`config.mk`:
```
export PLATFORM = sky130hd
export DESIGN_NAME = instr_fetch_unit
export DESIGN_NICKNAME = d
export VERILOG_FILES = /design/src/rtl/instr_fetch_unit.sv
export SDC_FILE = /design/constraint.sdc
export NUM_CORES = 1
export LEC_CHECK = 0
export ABC_AREA = 1
export BUFFER_PORTS_ARGS = -buffer_cell sky130_fd_sc_hd__buf_4
export CAP_MARGIN = 20
export CORE_ASPECT_RATIO = 1.75
export CORE_MARGIN = 1.5
export CORE_UTILIZATION = 53
export CTS_BUF_LIST = sky130_fd_sc_hd__clkbuf_2 sky130_fd_sc_hd__clkbuf_4 sky130_fd_sc_hd__clkbuf_8
export DETAILED_ROUTE_END_ITERATION = 8
export PLACE_DENSITY_LB_ADDON = 0.2
export SETUP_SLACK_MARGIN = 0.02
export SLEW_MARGIN = 20
export SYNTH_ARGS = -nofsm -noshare
export SYNTH_HDL_FRONTEND = slang
export SYNTH_SLANG_ARGS = --single-unit
```
`constraint.sdc`:
```
create_clock -name clk -period 1.9 [get_ports clk]
set_input_delay 0.285 -clock clk [delete_from_list [all_inputs] [get_ports clk]]
set_output_delay 0.285 -clock clk [all_outputs]
set_load 0.05 [all_outputs]
```
`src/rtl/instr_fetch_unit.sv`:
```
// Instruction fetch unit: one-word instruction register fed from a
// combinational instruction memory. The PC advances sequentially with wrap
// at MEM_BYTES, and redirects can be accepted in any state except IDLE.
//
// Handshake: ir_valid/ir_ready follow strict valid/ready semantics.
// - ir_valid is high only while the FSM is in VALID.
// - While ir_valid is high, ir_instr and ir_pc are stable.
// - A transfer happens on a rising edge where ir_valid && ir_ready, unless an
//   accepted redirect in the same cycle discards the instruction instead.
module instr_fetch_unit #(
    parameter int unsigned MEM_BYTES = 64,
    parameter logic [31:0] RESET_PC  = 32'h0000_0000
) (
    input  logic        clk,
    input  logic        rst_n,
    output logic [31:0] mem_addr,
    output logic        mem_iord,
    input  logic [31:0] mem_data,
    input  logic        redirect_valid,
    input  logic [31:0] redirect_pc,
    output logic        ir_valid,
    input  logic        ir_ready,
    output logic [31:0] ir_instr,
    output logic [31:0] ir_pc,
    output logic        fetch_fault
);

    typedef enum logic [1:0] {
        IDLE  = 2'd0,
        FETCH = 2'd1,
        VALID = 2'd2,
        FAULT = 2'd3
    } state_t;

    // Sequential increment wraps inside the memory; the last legal word
    // address bounds redirect targets.
    localparam logic [31:0] PC_MASK   = 32'(MEM_BYTES - 1);
    localparam logic [31:0] LAST_WORD = 32'(MEM_BYTES - 4);

    state_t      state_q, state_d;
    logic [31:0] pc_q, pc_d;
    logic [31:0] ir_instr_q, ir_instr_d;
    logic [31:0] ir_pc_q, ir_pc_d;
    logic        fault_q, fault_d;

    logic        redirect_take;
    logic        redirect_bad;

    // Redirect qualification: ignored in IDLE, bad when misaligned or past the
    // last word of the memory.
    always_comb begin
        redirect_take = redirect_valid && (state_q != IDLE);
        redirect_bad  = (redirect_pc[1:0] != 2'b00) || (redirect_pc > LAST_WORD);
    end

    // Next-state logic; a redirect outranks both the fetch latch and the
    // ir handshake.
    always_comb begin
        state_d    = state_q;
        pc_d       = pc_q;
        ir_instr_d = ir_instr_q;
        ir_pc_d    = ir_pc_q;
        fault_d    = fault_q;

        if (redirect_take) begin
            if (redirect_bad) begin
                // A bad target leaves pc untouched and parks the unit in FAULT.
                fault_d = 1'b1;
                state_d = FAULT;
            end else begin
                fault_d = 1'b0;
                pc_d    = redirect_pc;
                state_d = FETCH;
            end
        end else begin
            case (state_q)
                IDLE: begin
                    state_d = FETCH;
                end
                FETCH: begin
                    ir_instr_d = mem_data;
                    ir_pc_d    = pc_q;
                    state_d    = VALID;
                end
                VALID: begin
                    if (ir_ready) begin
                        pc_d    = (pc_q + 32'd4) & PC_MASK;
                        state_d = FETCH;
                    end
                end
                FAULT: begin
                    state_d = FAULT;
                end
                default: begin
                    state_d = IDLE;
                end
            endcase
        end
    end

    // State, pc, instruction register and fault flag; reset aborts at once.
    always_ff @(posedge clk or negedge rst_n) begin
        if (!rst_n) begin
            state_q    <= IDLE;
            pc_q       <= RESET_PC;
            ir_instr_q <= 32'd0;
            ir_pc_q    <= 32'd0;
            fault_q    <= 1'b0;
        end else begin
            state_q    <= state_d;
            pc_q       <= pc_d;
            ir_instr_q <= ir_instr_d;
            ir_pc_q    <= ir_pc_d;
            fault_q    <= fault_d;
        end
    end

    // Outputs are decoded directly from registered state.
    always_comb begin
        mem_addr    = pc_q;
        mem_iord    = (state_q == FETCH);
        ir_valid    = (state_q == VALID);
        ir_instr    = ir_instr_q;
        ir_pc       = ir_pc_q;
        fetch_fault = fault_q;
    end

endmodule

```
==> run metrics, run 1 <==
Critical R2R Launch state_q[0]; post-synthesis instance total 408; CTS H-tree lvls 3; run status complete, no violations; setup_tns 0 ps; clock buffer depth 2; Layout fillers about 500; Slew Viols, Final 0; row cnt 40; die area 7710 sq um; Worst Path Required 2200 ps; first-pass GRT wire length 14800 um; largest net degree at the start of global routing just under 50; FF+latch count, synth 99; Routed Antenna Nets 0; largest fanout on the critical path 21; synth cell count leaders nand2_1, dfrtp_1, inv_1, o21ai_0, a21oi_1; Total Routed Length 9060 um; Final Hold Slack 112 ps; average wire per standard cell 13.6 um; Min-Delay Startpoint mem_data[29]; syn nets 477; Top FF cell, synth dfrtp_1; Avg Cell Area, Syn 9.32 sq um; CTS tree built; via total after detailed routing 3220; core box area between 6000 and 7000 sq um; final hold vios 0; final net count about 640; CTS root buf clkbuf_8; Crit. Startpoint state_q[0]; GRT Resource Usage Total between 20% and 30%; Syn. warnings 0; Hold Crit Class input port to flop; die height 115 um; Mapped Area between 3000 and 4000 sq um; Synth area leaders dfrtp_1, nand2_1, o21ai_0; clk_lat worst skew 360 ps; post-CTS sizing 0; Async SR Flop Fraction between 90% and 100%; register area share after synthesis 65.1%; cell taking the most area after synthesis dfrtp_1; most frequent cell after synthesis nand2_1; Area after DPL between 5000 and 6000 sq um; max cap viols 0; Via density 4.85; clk_skew approximately 9.2 ps; crit share post-route around 83%; Final min period 1570 ps; post-layout instance area around 5400 sq um; leak pwr ~2.9 nW; CP max stage delay 420 ps; Max Freq 0.637 GHz; Syn-to-layout area delta 41.2%; EDFF count, synth 0; global placement routability congestion 0.813; starting density of the core 55.1%; Remaining Overflow, GRT 0; Least-Margin Pin Slew 623 ps; Final Non-Filler Cells 664; Die Span X 67.0 um; endpoint type of the worst setup path flop; Slew headroom 58.4%; DR pass1 iterations 4; Peak supply drop around 0.8 mV; total CTS buffers 9; final worst setup slack about 330 ps; PwrDens roughly 1100 nW/um^2; violation count after the first detailed-route iteration 219; Yosys top cell area share between 60 and 70%; HPWL after DPL 6710 um; Post-CTS Setup Inserts 0; crit path launch type flop; worst slack at placement around 340 ps; clk sinks 99; crit-path cells inv_1, a21oi_4, inv_2, o31ai_4, buf_12, nand3_1, nand2_1; vias in the first global route about 3300; clk slew on worst S/H paths about 90 ps; fraction of layout cells with a size suffix above 1 34.0%; Critical Path AT 1870 ps; post-synth cell types 23; RSZ-0062 raised after global routing no; I/O Buffers roughly 170; critical path class flop to flop; I/O pin count 167; placed cell count 647; DRC 0; initial antenna violation count 0; Ant. Diodes 0; Final setup viols 0; Worst path slowest cell dfrtp_1
==> metal layers <==
layer	share of wire [%]	GRT usage, %	wire length [um]
met1	38	29.0	3430
met2	53	43.2	4790
met3	6.2	7.63	563
met4	3.0	11.2	272
met5	0	0	0
==> what timing repair did <==
action                                 CTS  global route
hold buffers                             1             0
setup endpoints to repair                0             0
endpoints found under the hold margin   27             0
==> placed cells by master (no fill, tap or decap) <==
master,Yosys,final
o211ai_1,1,1
clkbuf_4,0,2
inv_1,32,32
clkbuf_8,0,11
and2_0,1,1
nand2_1,162,161
buf_12,0,2
nand2_2,0,1
o31ai_4,0,1
nand3_1,6,6
dlygate4sd3_1,0,1
o21ai_0,27,27
a21oi_4,1,1
nor2_1,21,20
nor3_1,1,1
clkinv_4,0,1
nor2_2,0,1
a21oi_1,26,26
clkinvlp_4,0,1
xor2_1,1,1
a31oi_1,1,1
xnor2_1,1,1
buf_4,2,172
dfrtp_1,99,99
bufinv_16,0,1
ha_1,1,1
o21ai_1,4,4
inv_2,2,2
o21ai_2,1,1
==> worst paths after layout <==
check / endpoint / slack, ps / cells past startpoint
max in group asynchronous: ir_pc[24] / 970 / 3
setup reg to reg: mem_addr[4] / 330 / 7
hold / removal: ir_instr[29] / 110 / 3
min in group asynchronous: ir_instr[3] / 370 / 2
hold reg to reg: ir_instr[8] / 490 / 2
setup / recovery: mem_addr[4] / 330 / 7
==> critical path, delay by kind of cell, from the launching register on <==
| kind | cells | cell delay (ps) |
|---|---|---|
| and+or+nand+nor | 2 | 190 |
| AOI/OAI and AO/OA | 2 | 430 |
| DFF | 1 | 420 |
| buffers and inverters | 3 | 460 |
==> where the power goes <==
part           internal (mW)  switching [mW]
logic                  0.559            1.29
registers               2.35           0.169
clock network          0.713           0.676
total                   3.62            2.13
==> per-stage QoR <==
stage | utilization, % | total power, mW
2_1_floorplan | - | 3.74
3_3_place_gp | 74.6 | 4.37
3_5_place_dp | 74.6 | 4.42
4_1_cts | 77.8 | 5.80
5_1_grt | 77.8 | 6.00
6_report | 77.8 | 5.75
==> cell families after synthesis <==
kind of cell	after synthesis	share of synthesized area (%)
buffers and inverters	53	6.09
AND/OR/NAND/NOR	191	19.1
XOR/XNOR	2	0.461
AO/OA/AOI/OAI	62	8.85
flip-flops	99	65.1
adder cells (fa/ha/maj)	1	0.329
==> flip-flops by register name, summed over array words and instances (netlist names) <==
name	cells
mem_addr	32
state_q	2
ir_pc	32
ir_instr	32
fetch_fault	1
==> final cells by class <==
class | count | area [sq um] | share of cell area (%)
multi-input combinational | 256 | 1110 | 20.6
clock buffer | 13 | 166 | 3.10
timing repair buffer | 175 | 1340 | 25.0
sequential | 99 | 2480 | 46.1
clock inverter | 3 | 46.3 | 0.862
tap | 84 | 105 | 1.96
inverter | 34 | 128 | 2.38
Power figures use the tool's default switching activity.
==> inputs of run 2 (changes only) <==
Settings changed: CORE_UTILIZATION 53 to 44.
Clock period 1.9 ns to 1.4 ns, I/O delays scaled along.
==> run metrics, run 2 (synthesis results as in run 1) <==
clk slew on worst S/H paths around 90 ps; Critical R2R Launch state_q[1]; total CTS buffers 9; clock buffer depth 2; power share of the clock group 25.2%; crit path launch type flop; Worst Path Buf+Inv 3; Ant. Diodes 0; global placement routability congestion 0.795; initial antenna violation count 0; clk_lat worst skew 350 ps; hold path cells 3; Final min period 1390 ps; commonest non-fill, non-tap cell in the layout buf_4; CTS tree built; Routed Antenna Nets 0; worst slack at placement -27.2 ps; Worst Path Required roughly 1700 ps; Power Total a little over 8 mW; DRC 0; Hold Path Sink ir_instr[10]; Slew Viols, Final 0; Remaining Overflow, GRT 0; Total Routed Length 9830 um; HPWL after DPL 6990 um; Top delay family on crit path flip-flops; Hold Crit Class input port to flop; RR Endpoint mem_addr[5]; final worst setup slack 13.8 ps; violation count after the first detailed-route iteration 196; Worst path slowest cell dfrtp_1; clk sinks 99; DR pass1 iterations 4; Slew headroom 76.8%; Least-Margin Pin Slew 347 ps; CTS H-tree lvls 3; die height 126 um; Final Hold Slack roughly 44 ps; die area 9230 sq um; GRT Resource Usage Total ~22%; share of power burned in registers 42.1%; leak pwr 3.03 nW; Via density 4.75; placed cell count between 600 and 700; critical path class flop to flop; Syn-to-layout area delta 50.7%; Gate power share 32.6%; core box area 8370 sq um; starting density of the core between 40 and 50%; row cnt 44; P_int around 5.2 mW; PwrDens 1420 nW/um^2; Peak supply drop 1.32 mV; P_sw 2.95 mW; max cap viols 0; clk_skew 8.33 ps; r2r worst-path depth 8; Final setup viols 0; via total after detailed routing 3374; first-pass GRT wire length 16000 um; largest net degree at the start of global routing 54; switching portion of total power a little over a third; vias in the first global route 3424; I/O pin count 167; Critical Path AT between 1500 and 2000 ps; largest fanout on the critical path 7; most frequent cells in the layout buf_4, nand2_1, dfrtp_1; I/O Buffers 166; Max Freq 0.721 GHz; crit-path cells inv_2, a21oi_4, buf_4, buf_4, nand2_1, o21ai_1, nand3_1, nand2_1; Die Span X ~73 um; CTS root buf clkbuf_8; final net count 660; Min-Delay Startpoint mem_data[10]; average wire per standard cell 13.8 um; endpoint type of the worst setup path flop; run status complete, no violations; flop2flop setup slack approximately 14 ps; fraction of layout cells with a size suffix above 1 38.4%; crit share post-route a little under 100%; final hold vios 0; RSZ-0062 raised after global routing yes; CP max stage delay slightly above 400 ps; Final Non-Filler Cells approximately 700
==> run 2: area by class of cell <==
class,count,area (sq um)
well taps,115,144
repair buffers,191,1570
inverters,34,130
fillers,678,2640
clock inverters,4,72.6
clock buffers,12,159
flip-flops and latches,99,2480
multi-input cells,256,1180
==> run 2: routing by layer <==
| layer | part of all wire, % | wire, um | global-route usage (%) | vias up |
|---|---|---|---|---|
| li1 | - | - | - | 1628 |
| met1 | 38 | 3760 | 25.4 | 1623 |
| met2 | 55 | 5390 | 40.1 | 109 |
| met3 | 4.9 | 485 | 4.40 | 14 |
| met4 | 2.0 | 193 | 9.10 | 0 |
| met5 | 0 | 0 | 0 | - |
==> run 2: tightest hold or removal path, cell delays in order <==
cell	delay, ps
buf_4	80
nand2_1	40
nand2_1	40
==> run 2: worst max path at each step <==
stage	start	end	cells after the start	slack [ps]
final	state_q[1]	mem_addr[5]	8	10
after global routing	state_q[1]	mem_addr[5]	8	-90
after CTS	state_q[0]	mem_addr[2]	8	20
after detailed placement	state_q[1]	mem_addr[2]	7	-30
after global placement	state_q[1]	mem_addr[3]	7	60
after floorplan	state_q[0]	ir_pc[25]	7	-40
==> run 2: power groups by stage <==
stage	logic (mW)	registers [mW]	clock network [mW]
6_report	2.65	3.42	2.05
4_1_cts	2.62	3.42	2.11
3_3_place_gp	2.53	3.45	0
5_1_grt	2.81	3.46	2.22
2_1_floorplan	0.482	4.60	0
3_5_place_dp	2.56	3.47	0
==> run 2: repair_timing <==
item | in CTS | in global routing
gates resized for setup | 7 | 23
setup buffers | 6 | 4
gates cloned | 1 | 1
hold buffers | 1 | 0
setup endpoints to repair | 27 | 39
hold endpoints to repair | 22 | 0
pin swaps | 3 | 7
==> run 2: through the flow <==
stage	util [%]	TNS, ps	area, sq um
3_3_place_gp	62.9	0	5260
5_1_grt	68.5	-1100	5730
2_1_floorplan	-	-1460	3830
3_5_place_dp	62.9	-82.5	5260
6_report	68.5	0	5730
4_1_cts	66.9	0	5600
==> inputs of run 3 (changes only) <==
Settings changed: ABC_AREA 1 to default.
==> run metrics, run 3 <==
Syn. warnings 0; Yosys top cell area share around 65%; run status complete, but fails checks; Layout fillers 678; CTS root buf clkbuf_8; clk_skew 8.84 ps; hold path cells 2; commonest non-fill, non-tap cell in the layout buf_4; clock buffer depth 2; Async SR Flop Fraction 100%; failing checks setup timing; PwrDens 968 nW/um^2; Max Freq between 0.6 and 0.7 GHz; Final setup viols 95; Power Total ~5.5 mW; DR pass1 iterations 4; Mapped Area around 3800 sq um; Min-Delay Startpoint redirect_valid; Final Non-Filler Cells 563; Ant. Diodes 0; I/O Buffers 166; crit share post-route 108%; post-synthesis instance total 249; global placement routability congestion approximately 0.78; Final min period 1520 ps; crit path launch type flop; setup_tns -5720 ps; Least-Margin Pin Slew 465 ps; Syn-to-layout area delta 48.5%; row cnt 44; Peak supply drop 0.537 mV; Hold Path Sink state_q[1]; core box area about 8400 sq um; placed cell count 544; Die Span X 73.5 um; critical path class flop to flop; initial antenna violation count 0; Top FF cell, synth dfrtp_1; most frequent cells in the layout buf_4, dfrtp_1, mux2_2; Slew Viols, Final 0; average wire per standard cell between 15 and 20 um; HPWL after DPL 6410 um; CTS H-tree lvls 3; final net count 512; endpoint type of the worst setup path flop; starting density of the core 45.7%; worst slack at placement -184 ps; Synth area leaders dfrtp_1, mux2_2, and2_1; largest fanout on the critical path 4; vias in the first global route ~2900; RSZ-0062 raised after global routing yes; RR Endpoint mem_addr[2]; register area share after synthesis 64.8%; Critical R2R Launch state_q[1]; max cap viols 0; clk slew on worst S/H paths roughly 80 ps; syn nets 318; leak pwr 2.96 nW; Remaining Overflow, GRT 0; most frequent cell after synthesis dfrtp_1; final hold vios 0; violation count after the first detailed-route iteration 120; largest net degree at the start of global routing 35; Total Routed Length 8500 um; Worst Path Required 1620 ps; DRC 0; die height 126 um; EDFF count, synth 0; clk sinks 99; Slew headroom between 60 and 70%; clk_lat worst skew 350 ps; Via density around 4.8; Avg Cell Area, Syn about 15 sq um; r2r worst-path depth 5; die area approximately 9300 sq um; synth cell count leaders dfrtp_1, mux2_2, and2_1, buf_6, nand2_1; post-synth cell types 30; FF+latch count, synth 99; Hold Crit Class input port to flop; first-pass GRT wire length 13800 um; cell taking the most area after synthesis dfrtp_1; total CTS buffers 9; final worst setup slack -115 ps; flop2flop setup slack -120 ps; CTS tree built; I/O pin count 167; via total after detailed routing approximately 2700; fraction of layout cells with a size suffix above 1 63.8%; Routed Antenna Nets 0; Critical Path AT 1740 ps; GRT Resource Usage Total 19.4%
-- run 3: changes by cell type after synthesis, sizes merged, moves of 5 or more --
| cell | previous run | this run |
|---|---|---|
| and2 | 1 | 26 |
| a21oi | 27 | 5 |
| nor2b | 0 | 5 |
| nand2 | 162 | 5 |
| inv | 34 | 0 |
| mux2 | 0 | 65 |
| o21ai | 32 | 1 |
| nor2 | 21 | 4 |
| buf | 17 | 10 |
| nor4 | 0 | 7 |
-- run 3: worst max-delay path by stage --
stage / startpoint / endpoint / slack (ps) / cells past startpoint
global placement: redirect_pc[14] / mem_addr[20] / -130 / 6
CTS: state_q[1] / ir_valid / -110 / 3
finish: state_q[1] / mem_addr[2] / -120 / 5
floorplan: state_q[1] / ir_instr[0] / -290 / 5
global route: state_q[1] / mem_addr[2] / -160 / 5
detailed placement: redirect_pc[14] / mem_addr[7] / -180 / 6
-- run 3: report_power, final --
part           internal [mW]  leakage (nW)  switching [mW]
combinational          0.318          1.54           0.446
sequential              2.93          1.32          0.0382
clock                  0.861         0.104           0.905
-- run 3: final cells by class --
cell class	count	area (sq um)	area share, %
multi-input cells	140	1320	23.2
clock buffers	11	139	2.44
flip-flops and latches	99	2480	43.6
well taps	115	144	2.53
clock inverters	5	53.8	0.947
repair buffers	193	1550	27.2
-- run 3: kinds of logic (layout without fill, tap and decap cells) --
group | Yosys count | in the layout | share of synthesized area, %
buffers and inverters | 10 | 209 | 2.68
and+or+nand+nor | 62 | 62 | 10.8
DFF | 99 | 99 | 64.8
adders and majority gates | 1 | 1 | 0.327
AOI/OAI and AO/OA | 12 | 12 | 2.16
muxes | 65 | 65 | 19.2
-- run 3: repair_timing --
item / 4_1_cts / 5_1_grt
hold buffers: 1 / 0
resized for setup: 14 / 12
pin swaps: 3 / 1
endpoints found under the hold margin: 29 / 0
setup buffers: 2 / 0
cloned: 0 / 0
endpoints found under the setup margin: 99 / 99
-- run 3: per-layer routing --
layer / track usage [%] / vias to the layer above / part of all wire [%]
li1: - / 1258 / -
met1: 22.7 / 1321 / 38
met2: 33.1 / 121 / 55
met3: 5.80 / 11 / 6.3
met4: 6.97 / 0 / 1.6
met5: 0 / - / 0
-- run 3: through the flow --
| step | cell area, sq um | hold slack (ps) | utilization [%] |
|---|---|---|---|
| after floorplan | 3830 | -85.6 | - |
| after global placement | 5370 | 194 | 64.2 |
| after detailed placement | 5370 | 197 | 64.2 |
| after CTS | 5640 | 60.4 | 67.4 |
| after global routing | 5680 | 56.1 | 67.9 |
| final | 5680 | 82.0 | 67.9 |
-- run 3: worst max-delay path, cell delays in order (launching register included) --
cell and delay [ps]:
dfrtp_2 440, and2b_2 220, and3_4 190, buf_4 140
a211oi_1 310, a211oi_1 90
